**src/rtl/stream_mem_writer_if.sv**
```systemverilog
// Stream-in / memory-write bundle for stream_mem_writer.
// The master modport is the environment side: stream source plus memory.
interface stream_mem_writer_if #(
  parameter int WIDTH      = 32,
  parameter int ADDR_WIDTH = 8
);
  logic [WIDTH-1:0]      din;
  logic                  input_valid;
  logic                  input_ready;
  logic [ADDR_WIDTH-1:0] write_addr;
  logic                  write_en;
  logic [WIDTH-1:0]      write_data;

  modport master (
    output din,
    output input_valid,
    input  input_ready,
    input  write_addr,
    input  write_en,
    input  write_data
  );

  modport slave (
    input  din,
    input  input_valid,
    output input_ready,
    output write_addr,
    output write_en,
    output write_data
  );
endinterface

```
**src/rtl/stream_mem_writer.sv**
```systemverilog
// Drains a fixed-length burst from a valid/ready stream and writes it
// to sequential addresses of a single-port memory.
module stream_mem_writer #(
  parameter int WIDTH      = 32,
  parameter int ADDR_WIDTH = 8,
  parameter int LEN_WIDTH  = 9
) (
  input  logic                  clk,
  input  logic                  arst_n_in,
  input  logic                  start,
  input  logic [ADDR_WIDTH-1:0] base_addr,
  input  logic [LEN_WIDTH-1:0]  length,
  input  logic                  abort,
  stream_mem_writer_if.slave    bus,
  output logic                  busy,
  output logic                  done,
  output logic [LEN_WIDTH-1:0]  words_written
);

  typedef enum logic [1:0] {
    S_IDLE = 2'd0,
    S_RUN  = 2'd1,
    S_DONE = 2'd2
  } state_t;

  state_t r_state;
  state_t w_next;

  logic [ADDR_WIDTH-1:0] r_base;
  logic [LEN_WIDTH-1:0]  r_len;
  logic [LEN_WIDTH-1:0]  r_cnt;
  logic [ADDR_WIDTH-1:0] r_waddr;
  logic                  r_wen;
  logic [WIDTH-1:0]      r_wdata;

  logic w_ready;
  logic w_hs;
  logic w_accept;
  logic w_last;

  assign w_accept = (r_state == S_IDLE) && start;
  assign w_hs     = w_ready && bus.input_valid;
  assign w_last   = (r_cnt + LEN_WIDTH'(1)) == r_len;

  // State register
  always_ff @(posedge clk or negedge arst_n_in) begin
    if (!arst_n_in) r_state <= S_IDLE;
    else            r_state <= w_next;
  end

  // Next-state logic; abort wins over a same-cycle handshake
  always_comb begin
    w_next = r_state;
    unique case (r_state)
      S_IDLE: begin
        if (start) w_next = (length == '0) ? S_DONE : S_RUN;
      end
      S_RUN: begin
        if (abort)             w_next = S_IDLE;
        else if (w_hs && w_last) w_next = S_DONE;
      end
      S_DONE:  w_next = S_IDLE;
      default: w_next = S_IDLE;
    endcase
  end

  // Status and stream-ready outputs decoded from state
  always_comb begin
    w_ready = 1'b0;
    busy    = 1'b0;
    done    = 1'b0;
    unique case (r_state)
      S_RUN: begin
        w_ready = !abort;
        busy    = 1'b1;
      end
      S_DONE: begin
        busy = 1'b1;
        done = 1'b1;
      end
      default: ;
    endcase
  end

  // Command latch and accepted-word counter
  always_ff @(posedge clk or negedge arst_n_in) begin
    if (!arst_n_in) begin
      r_base <= '0;
      r_len  <= '0;
      r_cnt  <= '0;
    end else if (w_accept) begin
      r_base <= base_addr;
      r_len  <= length;
      r_cnt  <= '0;
    end else if (w_hs) begin
      r_cnt <= r_cnt + LEN_WIDTH'(1);
    end
  end

  // Registered memory write port; address wraps naturally
  always_ff @(posedge clk or negedge arst_n_in) begin
    if (!arst_n_in) begin
      r_wen   <= 1'b0;
      r_waddr <= '0;
      r_wdata <= '0;
    end else begin
      r_wen <= w_hs;
      if (w_hs) begin
        r_waddr <= r_base + ADDR_WIDTH'(r_cnt);
        r_wdata <= bus.din;
      end
    end
  end

  assign bus.input_ready = w_ready;
  assign bus.write_en    = r_wen;
  assign bus.write_addr  = r_waddr;
  assign bus.write_data  = r_wdata;
  assign words_written   = r_cnt;

endmodule

```
**src/flat_wrapper.sv**
```systemverilog
// flat-port wrapper written by rule: the top's interface ports become plain ports
module stream_mem_writer_flat 
#(
  parameter int WIDTH      = 32,
  parameter int ADDR_WIDTH = 8,
  parameter int LEN_WIDTH  = 9
)
  (clk, arst_n_in, start, base_addr, length, abort, busy, done, words_written, bus_din, bus_input_valid, bus_input_ready, bus_write_addr, bus_write_en, bus_write_data);
  stream_mem_writer_if #(.WIDTH(WIDTH), .ADDR_WIDTH(ADDR_WIDTH)) bus_i ();
  input  logic clk;
  input  logic arst_n_in;
  input  logic start;
  input  logic [ADDR_WIDTH-1:0] base_addr;
  input  logic [LEN_WIDTH-1:0] length;
  input  logic abort;
  output logic busy;
  output logic done;
  output logic [LEN_WIDTH-1:0] words_written;
  input wire logic [$bits(bus_i.din)-1:0] bus_din;
  input wire logic [$bits(bus_i.input_valid)-1:0] bus_input_valid;
  output wire logic [$bits(bus_i.input_ready)-1:0] bus_input_ready;
  output wire logic [$bits(bus_i.write_addr)-1:0] bus_write_addr;
  output wire logic [$bits(bus_i.write_en)-1:0] bus_write_en;
  output wire logic [$bits(bus_i.write_data)-1:0] bus_write_data;
  assign bus_i.din = bus_din;
  assign bus_i.input_valid = bus_input_valid;
  assign bus_input_ready = bus_i.input_ready;
  assign bus_write_addr = bus_i.write_addr;
  assign bus_write_en = bus_i.write_en;
  assign bus_write_data = bus_i.write_data;
  stream_mem_writer #(.WIDTH(WIDTH), .ADDR_WIDTH(ADDR_WIDTH), .LEN_WIDTH(LEN_WIDTH)) u_core (.clk(clk), .arst_n_in(arst_n_in), .start(start), .base_addr(base_addr), .length(length), .abort(abort), .bus(bus_i), .busy(busy), .done(done), .words_written(words_written));
endmodule
```
**config.mk**
```make
export PLATFORM = sky130hd
export DESIGN_NAME = stream_mem_writer_flat
export DESIGN_NICKNAME = d
export VERILOG_FILES = /design/src/rtl/stream_mem_writer_if.sv /design/src/rtl/stream_mem_writer.sv /design/src/flat_wrapper.sv
export SDC_FILE = /design/constraint.sdc
export NUM_CORES = 1
export LEC_CHECK = 0
export CORE_MARGIN = 2
export CORE_UTILIZATION = 46
export CTS_CLUSTER_SIZE = 20
export DETAILED_ROUTE_END_ITERATION = 7
export HOLD_SLACK_MARGIN = 0.12
export PLACE_DENSITY = 0.77
export SLEW_MARGIN = 20
export SYNTH_ARGS = -nofsm -noshare
export SYNTH_HDL_FRONTEND = slang
export SYNTH_SLANG_ARGS = --single-unit
```
**constraint.sdc**
```tcl
create_clock -name clk -period 2.5 [get_ports clk]
set_clock_uncertainty 0.15 [all_clocks]
set_input_delay 0.75 -clock clk [delete_from_list [all_inputs] [get_ports clk]]
set_output_delay 0.75 -clock clk [all_outputs]
set_load 0.005 [all_outputs]
```
==> results of run 1 <==
## worst max path at each step
stage	start	endpoint	cells after the start
detailed placement	abort	bus_input_ready	3
global route	abort	bus_input_ready	3
global placement	abort	bus_input_ready	3
floorplan	abort	u_core.r_state[0]$_DFFE_PN0P_	8
finish	abort	bus_input_ready	3
CTS	u_core.r_state[0]$_DFFE_PN0P_	busy	3
## metal layers
metal | up-vias | wire (um) | GRT usage (%)
met5 | - | 0 | 0
met2 | 100 | 3950 | 37.7
met4 | 0 | 148 | 5.79
met1 | 1357 | 3240 | 24.0
li1 | 1401 | - | -
met3 | 20 | 739 | 10.2
## layout make-up
type | instances | area [um^2]
Multi-Input combinational cell | 275 | 1470
Clock buffer | 9 | 124
Inverter | 9 | 33.8
Tap cell | 96 | 120
Clock inverter | 7 | 52.6
Timing Repair Buffer | 116 | 1180
Fill cell | 560 | 2160
Sequential cell | 69 | 1730
## sequential cells by signal, summed over array words and instances (netlist names)
register and count:
u_core.r_base 8, u_core.bus.write_data 32, u_core.words_written 9, u_core.r_len 9
u_core.bus.write_addr 8, u_core.r_state 2, u_core.bus.write_en 1
## worst max-delay path: cells and delay by family
kind | cells | cell delay [ns]
buf+inv | 2 | 0.66
simple gates | 1 | 0.12
## cells in the final DEF, fill, tap and decap left out, drive strengths merged, types with 2 or more instances in the layout
master,Yosys,layout
nand2,164,164
clkdlybuf4s50,0,103
dfrtp,69,69
xnor2,17,17
nor2,16,16
ha,11,11
o21ai,11,11
buf,7,11
xor2,9,9
clkbuf,10,9
inv,9,9
nand3,5,5
clkinvlp,0,4
a21oi,4,4
nor3,4,4
nand4,4,4
nor2b,3,3
nor4,3,3
clkinv,0,3
a21boi,2,2
o22ai,2,2
a31oi,2,2
nand2b,2,2
or2,2,2
## cell families after synthesis
group / Yosys count / share of synthesized area (%)
simple gates: 207 / 26.2
flops: 69 / 52.1
compound gates: 29 / 5.63
xor+xnor: 26 / 7.44
buf+inv: 26 / 3.51
fa+ha+maj: 12 / 4.76
mux: 1 / 0.302
## power breakdown
part	total, uW	switching, uW	internal [uW]
clock network	809	449	360
registers	1890	288	1600
logic	2060	908	1150
total	4750	1640	3110
## timing repair
action | in CTS | in global routing
resized for setup | 1 | 3
buffers inserted | 0 | 0
endpoints found under the setup margin | 1 | 2
## through the flow
stage	setup slack [ns]	cell area (um^2)
after floorplan	0.319	3310
after global placement	-0.209	4530
after detailed placement	-0.229	4530
after CTS	0.0153	4710
after global routing	0.0122	4710
final	0.0695	4710
==> summary.txt, run 1 <==
Status
  – Status: complete, no violations

Yosys
  – YS warnings: 0
  – Synth Flop Type: dfrtp_1
  – Distinct cells, synth: 46
  – Commonest cells post-synth: nand2_1 (164), dfrtp_1 (69), nor2_1 (16), xnor2_1 (16), ha_1 (11)
  – FF+latch count, synth: just under 70
  – Most numerous cell in the Yosys netlist: nand2_1
  – Cell count after synthesis: 370
  – Largest area contributor in the netlist: dfrtp_1
  – Area share of the largest cell type after synthesis: 52.1%
  – Syn Std Cell Area: between 3000 and 4000 um^2
  – Register area share after synthesis: 52.1%
  – Ranking of synthesized cells by area: dfrtp_1 (52%), nand2_1 (19%), xnor2_1 (4.2%)
  – Syn_nets: 436
  – Syn Area/Cell: 8.95 um^2
  – EDFF count, synth: 0
  – Async SR Flop Fraction: 100%

Floorplan
  – Die Y: roughly 90 um
  – Number of I/O pins: between 100 and 150
  – Core area: 6870 um^2
  – Die W: 88.9 um
  – Starting density of the core: 48.2%
  – Die ar.: just under 8000 um^2
  – Row cnt: 30

GRT
  – Vias in the first global route: 2967
  – Total GRT Usage: 21.7%
  – Initial antenna violation count: 0
  – GRT Residual Overflow: 0
  – First-pass GRT wire length: 13200 um
  – Pin count of the biggest net entering global routing: 44

Clock tree
  – Worst-path clk slew: 0.08 ns
  – Hold Buf Count CTS: 0
  – Worst-Skew Late Latency: 0.34 ns
  – Clk buf depth: 2
  – H-Tree Depth: 3
  – CTS tree: done
  – Root Buffer: clkbuf_8
  – Clock Sinks: a little under 70
  – Num CTS Buffers: 9

STA
  – Final hold violations: 0
  – Tcrit/Tclk final: 97.2%
  – Hold slack: 0.232 ns
  – Minimum clock period after layout: 2.43 ns
  – Fin Setup TNS: 0 ns
  – RSZ-0062 raised after global routing: no
  – Worst-margin pin slew: 0.436 ns
  – Setup Viol. Count Final: 0
  – Highest Clock Rate: 0.411 GHz
  – Slew headroom: between 70 and 80%
  – Slew Limit Fails: 0

Place
  – I/O Buffers: about 110
  – Detailed placement HPWL: 5880 um
  – GPL Wtd Cong: 0.797
  – Placed Cells: 565

Flow run
  – Max Cap Violations: 0

Route
  – Drt total wl: roughly 8100 um
  – Avg WL per Cell: 13.9 um
  – Via count: 2878
  – DRT Pass-1 Iters: 4
  – Remaining DRCs: 0
  – Vias/cell: just under 5
  – DR iter-0 viols: 109
  – Post-route ant nets: 0

Final layout
  – Antenna Diode Count: 0
  – Synth-to-Final Area Change: 42.3%
  – Layout Cells excl Fill: 581
  – Share of cells above drive strength 1: 7.84%
  – Nets: 546
  – Final Util: roughly 69%

Worst hold path
  – Worst hold path class: primary input to asynchronous set/reset pin

Power and ir drop
  – Power, Total: 4750 uW
  – Pwr/cell area: 1010 nW/um^2
  – Max rail drop VDD: 0.514 mV
  – Static Leak: 0.00219 uW

Critical path
  – Critical R2R Capture: u_core.bus.write_addr[6]$_DFFE_PN0P_
  – WP data required: 1.60 ns
  – Crit-path max FO: 2
  – CP cell instances: clkdlybuf4s50_1 -> nor2b_2 -> dlygate4sd2_1
  – Crit Path Class: primary input to output port
  – Crit-path slowest cell: clkdlybuf4s50_1
  – Worst setup EP type: output port
  – R2r setup slk: 0.22 ns
  – Arrival @ worst endpoint: 1.53 ns
  – RR Startpoint: u_core.words_written[1]$_DFFE_PN0P_
  – Worst r2r path cells: 8
  – Largest incremental delay on the critical path: 0.42 ns
  – Startpoint Class: primary input
(Power assumes the default switching activity.)
==> run 2: changes to the inputs <==
Settings changed: REMOVE_ABC_BUFFERS set to 1, TNS_END_PERCENT set to 5.
==> run 2 against run 1 <==
  * Die area is the same
  * Cell area is essentially flat
  * Global-route usage grew 0.22 points
  * Clock-buffer cell count grew 5
  * Via count shrank 0.87%
  * Sequential share of layout area is essentially flat
  * Non-clock buffer count grew 3
  * Total power grew 1.3%
  * Core utilization is essentially flat
  * Register-to-register slack gained 0.09 ns
  * Sequential cell count is the same
  * Worst hold slack lost 0.041 ns
  * Critical path type unchanged
  * Largest power group unchanged
==> summary.txt, run 2 (synthesis results as in run 1) <==
Status
  – Status: complete, no violations

Clock tree
  – Worst-Skew Late Latency: 0.34 ns (about the same)
  – Post-CTS Setup Bufs: 0 (unchanged)
  – CTS tree: done
  – Root Buffer: clkbuf_8
  – Hold Buf Count CTS: 0 (unchanged)
  – Clock Sinks: 69 (unchanged)
  – Clk buf depth: 2 (unchanged)
  – Worst-path clk slew: 0.07 ns (about the same)
  – Num CTS Buffers: 9 (unchanged)
  – H-Tree Depth: 3 (unchanged)

Route
  – Post-route ant nets: 0 (unchanged)
  – WL met1: 3520 um (+8.5%)
  – Remaining DRCs: 0 (unchanged)
  – WL met2: 4060 um (+2.7%)
  – Avg WL per Cell: 13.8 um (-0.89%)
  – DRT Pass-1 Iters: 4 (unchanged)
  – Top Layer Used: met4
  – Vias/cell: 4.89 (-1.2%)
  – Via count: 2853 (-0.87%)
  – Met3 wire length: 297 um (-60%)
  – DR iter-0 viols: 184 (+69%)
  – Drt total wl: 8040 um (-0.54%)

Place
  – GPL Wtd Cong: 0.816 (+2.4%)
  – Detailed placement HPWL: 5950 um (+1.1%)
  – I/O Buffers: 106 (unchanged)
  – Worst slack, placed: -0.232 ns (-0.00314 ns)

Floorplan
  – Die Y: 88.9 um (unchanged)
  – Starting density of the core: 48.2% (unchanged)
  – Row cnt: 30 (unchanged)
  – Die ar.: 7890 um^2 (unchanged)
  – Die W: 88.9 um (unchanged)
  – Core area: 6870 um^2 (unchanged)
  – Number of I/O pins: 107 (unchanged)

Critical path
  – Crit-path max FO: 2 (unchanged)
  – WP data required: 1.60 ns (about the same)
  – Largest incremental delay on the critical path: 0.41 ns (about the same)
  – Crit Path Class: primary input to output port
  – Startpoint Class: primary input
  – Crit-path slowest cell: clkdlybuf4s50_1
  – R2r setup slk: 0.31 ns (+0.09 ns)
  – RR Startpoint: u_core.words_written[1]$_DFFE_PN0P_
  – Worst setup EP type: output port
  – Arrival @ worst endpoint: 1.52 ns (about the same)
  – CP cell instances: clkdlybuf4s50_1 -> nor2b_2 -> dlygate4sd2_1
  – Worst r2r path cells: 7 (-1)
  – Critical R2R Capture: u_core.r_state[0]$_DFFE_PN0P_

Power and ir drop
  – Max rail drop VDD: 0.526 mV (+2.3%)
  – Pwr/cell area: 1020 nW/um^2 (+1.3%)
  – Static Leak: 0.00221 uW (+0.92%)

GRT
  – Pin count of the biggest net entering global routing: 54 (+23%)
  – Initial antenna violation count: 0 (unchanged)
  – Total GRT Usage: 22.0% (+0.22 points)
  – Vias in the first global route: 2855 (-3.8%)
  – First-pass GRT wire length: 13100 um (-0.52%)
  – GRT Residual Overflow: 0 (unchanged)

Final layout
  – Most common cell after layout, fill and taps aside: nand2_1
  – Most frequent cells in the layout: nand2_1 (163), clkdlybuf4s50_1 (103), dfrtp_1 (69)
  – Fill cell count: 572 (+2.1%)
  – Synth-to-Final Area Change: 42.3% (about the same)
  – Final Util: 68.6% (about the same)
  – Antenna Diode Count: 0 (unchanged)
  – Max reg flops: 32 (unchanged)
  – Share of cells above drive strength 1: 7.60% (-0.24 points)
  – Nets: 549 (+0.55%)

STA
  – Fin Setup TNS: 0 ns (unchanged)
  – Setup Viol. Count Final: 0 (unchanged)
  – RSZ-0062 raised after global routing: no
  – Slew Limit Fails: 0 (unchanged)
  – Worst-margin pin slew: 0.433 ns (-0.00286 ns)
  – Final hold violations: 0 (unchanged)
  – Highest Clock Rate: 0.413 GHz (+0.28%)
  – Minimum clock period after layout: 2.42 ns (-0.00690 ns)
  – Tcrit/Tclk final: 96.9% (-0.28 points)
  – Slew headroom: 70.9% (+0.36 points)
  – Final WS setup: 0.0764 ns (+0.00690 ns)

Worst hold path
  – Worst hold path class: primary input to asynchronous set/reset pin

Flow run
  – Max Cap Violations: 0 (unchanged)
run 2: cell types whose count changed in the layout (fill, tap and decap cells not counted), moves of 2 or more:
| cell | previous run | this run |
|---|---|---|
| clkbuf_8 | 9 | 11 |
| clkinvlp_4 | 4 | 0 |
| clkbuf_1 | 0 | 3 |
| buf_12 | 4 | 1 |
| buf_4 | 6 | 12 |
| clkinv_4 | 2 | 0 |
run 2: cell type report:
| type | count | area [um^2] | share of cell area, % |
|---|---|---|---|
| sequential | 69 | 1730 | 36.6 |
| tap | 96 | 120 | 2.55 |
| inverter | 9 | 33.8 | 0.717 |
| timing repair buffer | 119 | 1170 | 24.8 |
| clock buffer | 14 | 163 | 3.45 |
| multi-input combinational | 275 | 1470 | 31.3 |
| clock inverter | 1 | 30.0 | 0.637 |
run 2: through the flow:
| stage | instances | power (uW) | cell area (um^2) | hold WS [ns] |
|---|---|---|---|---|
| finish | 583 | 4810 | 4710 | 0.192 |
| detailed placement | 568 | 3940 | 4520 | 0.312 |
| floorplan | 353 | 2780 | 3230 | 0.300 |
| CTS | 583 | 4860 | 4710 | 0.193 |
| global route | 583 | 5170 | 4710 | 0.208 |
| global placement | 568 | 3870 | 4520 | 0.306 |
run 2: where the power goes:
group | internal, uW | leakage, uW | total, uW | switching (uW)
registers | 1600 | 0.000876 | 1870 | 276
clock network | 512 | 0.0000968 | 907 | 395
logic | 1130 | 0.00124 | 2030 | 896
total | 3250 | 0.00221 | 4810 | 1570
run 2: worst max path at each step:
stage                                              from                       endpoint  slack (ns)  depth (start not counted)
final                                             abort                bus_input_ready        0.08                          3
after global routing                              abort                bus_input_ready        0.02                          3
after CTS                 u_core.r_state[1]$_DFFE_PN0P_                           busy        0.02                          3
after detailed placement                          abort                bus_input_ready       -0.23                          3
after global placement                            abort                bus_input_ready       -0.21                          3
after floorplan                                   abort  u_core.r_state[0]$_DFFE_PN0P_       -0.97                          7
run 2: what timing repair did:
action                                  4_1_cts  5_1_grt
pin swaps                                     0        0
resized for setup                             2        2
hold endpoints to repair                      0        0
endpoints found under the setup margin        2        2
run 2: per-layer routing:
layer / up-vias / GRT usage [%]
li1: 1402 / -
met3: 17 / 2.99
met5: - / 0
met4: 0 / 10.7
met2: 68 / 37.4
met1: 1366 / 27.5
run 2: critical path: cells and delay by family:
| kind | cells | cell delay (ns) |
|---|---|---|
| simple gates | 1 | 0.12 |
| buf+inv | 2 | 0.65 |
